--- config.mk ---
export PLATFORM = sky130hd
export DESIGN_NAME = pipe_skid_stage
export DESIGN_NICKNAME = d
export VERILOG_FILES = /design/src/rtl/pipe_skid_stage.sv
export SDC_FILE = /design/constraint.sdc
export NUM_CORES = 1
export LEC_CHECK = 0
export CORE_ASPECT_RATIO = 1.5
export CORE_UTILIZATION = 32
export CTS_CLUSTER_DIAMETER = 80
export DETAILED_ROUTE_END_ITERATION = 8
export DONT_BUFFER_PORTS = 1
export SLEW_MARGIN = 15
export SYNTH_ARGS = -nofsm -noshare
export SYNTH_HDL_FRONTEND = slang
export SYNTH_SLANG_ARGS = --single-unit
--- constraint.sdc ---
create_clock -name clk -period 2.4 [get_ports clk]
set_input_delay 0.24 -clock clk [delete_from_list [all_inputs] [get_ports clk]]
set_output_delay 0.24 -clock clk [all_outputs]
set_load 0.03 [all_outputs]
--- src/rtl/pipe_skid_stage.sv ---
// pipe_skid_stage: elastic pipeline register with a 2-entry skid buffer.
// Carries a DATA_W payload between MIPS32 pipeline stages under valid/ready,
// injects a bubble on flush and counts downstream stall cycles.
//
// Handshake: a beat moves across a port on a rising edge where valid and
// ready are both 1. A producer holds valid and data steady until that edge;
// in_ready is a function of registered state and flush only (never of
// out_ready), and out_valid/out_data come straight from registers.
module pipe_skid_stage #(
  parameter int                 DATA_W = 64,
  parameter logic [DATA_W-1:0]  BUBBLE = {DATA_W{1'b0}},
  parameter int                 CNT_W  = 16
) (
  input  logic              clk,
  input  logic              rst_n,
  input  logic              flush,
  input  logic              in_valid,
  output logic              in_ready,
  input  logic [DATA_W-1:0] in_data,
  output logic              out_valid,
  input  logic              out_ready,
  output logic [DATA_W-1:0] out_data,
  output logic [1:0]        occupancy,
  output logic [CNT_W-1:0]  stall_cnt
);

  // State encoding equals the number of held entries, so occupancy doubles
  // as the externally visible state of the controller.
  typedef enum logic [1:0] {
    S_EMPTY = 2'd0,
    S_ONE   = 2'd1,
    S_TWO   = 2'd2
  } state_t;

  state_t             r_state;
  logic [DATA_W-1:0]  r_main;
  logic [DATA_W-1:0]  r_skid;
  logic [CNT_W-1:0]   r_stall_cnt;

  state_t             w_state_nxt;
  logic [DATA_W-1:0]  w_main_nxt;
  logic [DATA_W-1:0]  w_skid_nxt;
  logic               w_main_valid;
  logic               w_skid_valid;
  logic               w_in_fire;
  logic               w_out_fire;
  logic               w_stall;

  assign w_main_valid = (r_state != S_EMPTY);
  assign w_skid_valid = (r_state == S_TWO);

  assign in_ready   = ~w_skid_valid & ~flush;
  assign out_valid  = w_main_valid;
  assign out_data   = r_main;
  assign occupancy  = {1'b0, w_main_valid} + {1'b0, w_skid_valid};
  assign stall_cnt  = r_stall_cnt;

  assign w_in_fire  = in_valid & in_ready;
  assign w_out_fire = out_valid & out_ready;
  assign w_stall    = out_valid & ~out_ready;

  // Next-state and datapath selection; main is reloaded with BUBBLE on every
  // entry to EMPTY so out_data shows the NOP whenever out_valid is low.
  always_comb begin
    w_state_nxt = r_state;
    w_main_nxt  = r_main;
    w_skid_nxt  = r_skid;
    if (flush) begin
      w_state_nxt = S_EMPTY;
      w_main_nxt  = BUBBLE;
      w_skid_nxt  = BUBBLE;
    end else begin
      case (r_state)
        S_EMPTY: begin
          if (w_in_fire) begin
            w_state_nxt = S_ONE;
            w_main_nxt  = in_data;
          end
        end
        S_ONE: begin
          if (w_in_fire && w_out_fire) begin
            w_main_nxt  = in_data;
          end else if (w_in_fire) begin
            w_state_nxt = S_TWO;
            w_skid_nxt  = in_data;
          end else if (w_out_fire) begin
            w_state_nxt = S_EMPTY;
            w_main_nxt  = BUBBLE;
          end
        end
        S_TWO: begin
          if (w_out_fire) begin
            w_state_nxt = S_ONE;
            w_main_nxt  = r_skid;
          end
        end
        default: begin
          w_state_nxt = S_EMPTY;
          w_main_nxt  = BUBBLE;
        end
      endcase
    end
  end

  // State and payload registers; reset empties the stage immediately.
  always_ff @(posedge clk or negedge rst_n) begin
    if (!rst_n) begin
      r_state <= S_EMPTY;
      r_main  <= BUBBLE;
      r_skid  <= BUBBLE;
    end else begin
      r_state <= w_state_nxt;
      r_main  <= w_main_nxt;
      r_skid  <= w_skid_nxt;
    end
  end

  // Saturating stall counter; only reset clears it, flush leaves it alone.
  always_ff @(posedge clk or negedge rst_n) begin
    if (!rst_n) begin
      r_stall_cnt <= '0;
    end else if (w_stall && (r_stall_cnt != {CNT_W{1'b1}})) begin
      r_stall_cnt <= r_stall_cnt + 1'b1;
    end
  end

endmodule

==> flow_summary.yaml <==
run_status:
  status: "finished, violations left"
  failed_checks: "negative hold slack"
timing:
  drv_slew: 0
  min_period_ps: 2193
  rsz0062_at_grt: "false"
  hold_viol: 146
  worst_pin_slew_ps: 561.3
  fin_crit_sh_pct: 91.38
  setup_violations: 0
  setup_tns_ps: 0
  fin_hold_ws_ps: -484.0
  fin_worst_skew_ps: 8.080
  max_slew_margin_pct: 62.52
  fmax_mhz: 456.0
grt:
  antenna_found_initial: 0
  grt_pass1_wl_um: 27980
  grt_remaining_overflow: 0
  grt_max_degree: 147
  grt_use_total_pct: 17.36
  first_global_vias: 5368
setup_path:
  r2r.worst_path.cells: 5
  critPathMaxStageDelay_ps: 590
  worstPathRequired_ps: 2160
  r2r_slack_ps: 330
  crit_path_cell_trace: "nand2b_1 > inv_2 > nor2_1"
  critical_path.max_fanout: 19
  cp-end-kind: "primary output"
  critPathTopFamily: "simple AND/OR/NAND/NOR gates"
  timing.rr.end: "r_state[1]$_DFFE_PN0P_"
  crit_buf_inv: 1
  cp_slowest_cell: "dfrtp_1"
  critPathKind: "reg -> out"
  r2r-start: "r_state[0]$_DFFE_PN0P_"
  cp_data_arrival_time_ps: 1950
  start_kind: "flip-flop"
run:
  cap_violations: 0
worst_hold_path:
  hold_path_class: "in -> async"
floorplan:
  dieArea_um2: 20620
  start_util_pct: 32.53
  die_w_um: 117.6
  die_y_um: 175.4
  rows: 63
  core_area_um2: 19710
  io_pins: 153
cells_and_area:
  num_antenna_cells: 0
  area_growth_pct: 26.83
  fin_nets: 737
  layout-drive-gt1-share_pct: 7.396
clock_network:
  clk_latency_ps: 420
  cts_resized: 0
  cts.root.buffer_cell: "clkbuf_16"
  clk_path_buf_depth: 2
  post_cts.repair.setup_buffers: 0
  htree_levels: 4
  tritoncts: "yes"
  cts_sinks: 146
  clkTransAtPathRegs_ps: 60
  ctsHoldBuffers: 89
  cts_inserted_buffers: 17
power:
  ir_worst_vdd_v: 0.0003761
  fin_total_pwr_w: 0.006408
  power.leakage_nw: 3.467
  powerDensity_nw_per_um2: 788.0
logic_synthesis:
  synthesis.nets: 668
  synth_top_cell_area_share_pct: 56.99
  synth_area_leaders: "dfrtp_1 57%, o2bb2ai_1 8.7%, a22oi_1 7.5%, nand2b_1 6.4%, o21ai_0 5.2%"
  async_flop_share_pct: 100.0
  synthDistinctLibCells: 37
  synth_top_cell_by_area: "dfrtp_1"
  synth_flop_cell: "dfrtp_1"
  yosys-top-cells-count: "146 x dfrtp_1, 69 x nand2_1, 67 x o21ai_0, 66 x nand2b_1"
  synth.most_common_cell: "dfrtp_1"
  yosysSeqAreaShare_pct: 56.99
  syn_area_um2: 6411
  yosys_register_bits: 146
  syn-instance-count: 597
  synth_edf_count: 0
  yosys_warnings: 0
  syn_area_per_cell_um2: 10.74
route:
  drc: 0
  ant_nets: 0
  via_per_inst: 5.401
  drtIter0Drc: 258
  vias: 5055
  first_pass_iters: 5
  post_drt_wl_per_cell_um: 18.59
  wirelength_um: 17400
place:
  hpwl_um: 9850
  place.port_buffers: 0
  gp_congestion: 0.8095
## through the flow
stage | worst slack (ps) | area [um^2] | util (%) | instances
after CTS | 194.3 | 8132 | 41.26 | 936
after detailed placement | 385.3 | 6680 | 33.90 | 818
final | 207.0 | 8132 | 41.26 | 936
after global routing | 119.7 | 8132 | 41.26 | 936
after global placement | 448.5 | 6680 | 33.90 | 818
after floorplan | 386.4 | 6411 | - | 597
## cells by family after synthesis
logic type	Yosys count	share of synthesized area (%)
AO/OA/AOI/OAI	204	22.54
AND/OR/NAND/NOR	174	14.27
flip-flops	146	56.99
buffers and inverters	55	3.513
XOR/XNOR	12	1.639
multiplexers	4	0.6635
adder cells (fa/ha/maj)	2	0.3903
## power by group
part           leakage (nW)  total, W  switching (W)  internal [W]
Sequential             1.93   0.00309       0.000409       0.00269
Combinational          1.27  0.000785       0.000436      0.000348
Clock                 0.269   0.00253       0.000967       0.00156
## placed cells by master, fill, tap and decap left out, types with 2 or more instances in the layout
cell             n
a22oi_1         64
clkbuf_1         4
buf_12           4
inv_1            3
nand2b_1        65
ha_1             2
clkbuf_16       17
nor3_1           6
mux2i_1          2
buf_4            9
dlygate4sd3_1   88
bufinv_16        2
nand3b_1         2
nand4_1          4
a21oi_4          2
o2bb2ai_1       64
nand2_1         69
xor2_1          11
clkbuf_8         2
nand3_1          5
a21oi_1          4
clkinv_2         3
nor4_1           3
nor2_1           9
nor2b_1          2
dfrtp_1        146
o21ai_0         67
mux2_2           2
## sequential cells by signal, summed over array words and instances (netlist names)
name and cells:
stall_cnt 16, out_data 64, r_state 2, r_skid 64
## metal layers
layer	global-route usage, %	vias up	part of all wire [%]
met2	31.51	171	54
met1	18.71	2563	39
met3	4.026	37	3.9
li1	-	2284	-
met5	0	-	0
met4	9.028	0	3.0
## worst max-delay path by stage
stage	startpoint	endpoint	slack, ps	cells past startpoint
3_5_place_dp	stall_cnt[2]$_DFFE_PN0P_	stall_cnt[12]$_DFFE_PN0P_	390	4
4_1_cts	r_state[0]$_DFFE_PN0P_	in_ready	190	3
3_3_place_gp	stall_cnt[2]$_DFFE_PN0P_	stall_cnt[12]$_DFFE_PN0P_	450	4
6_report	r_state[0]$_DFFE_PN0P_	in_ready	210	3
5_1_grt	r_state[0]$_DFFE_PN0P_	in_ready	120	3
2_1_floorplan	stall_cnt[0]$_DFFE_PN0P_	stall_cnt[12]$_DFFE_PN0P_	390	5
## cell type report
cell class / instances / area, um^2
fillers: 1878 / 11570
flip-flops and latches: 146 / 3654
multi-input cells: 396 / 2559
repair buffers: 101 / 1028
clock buffers: 23 / 467.9
well taps: 260 / 325.3
clock inverters: 6 / 82.58
inverters: 4 / 15.01
No activity file was read; power rests on OpenSTA's default activity.
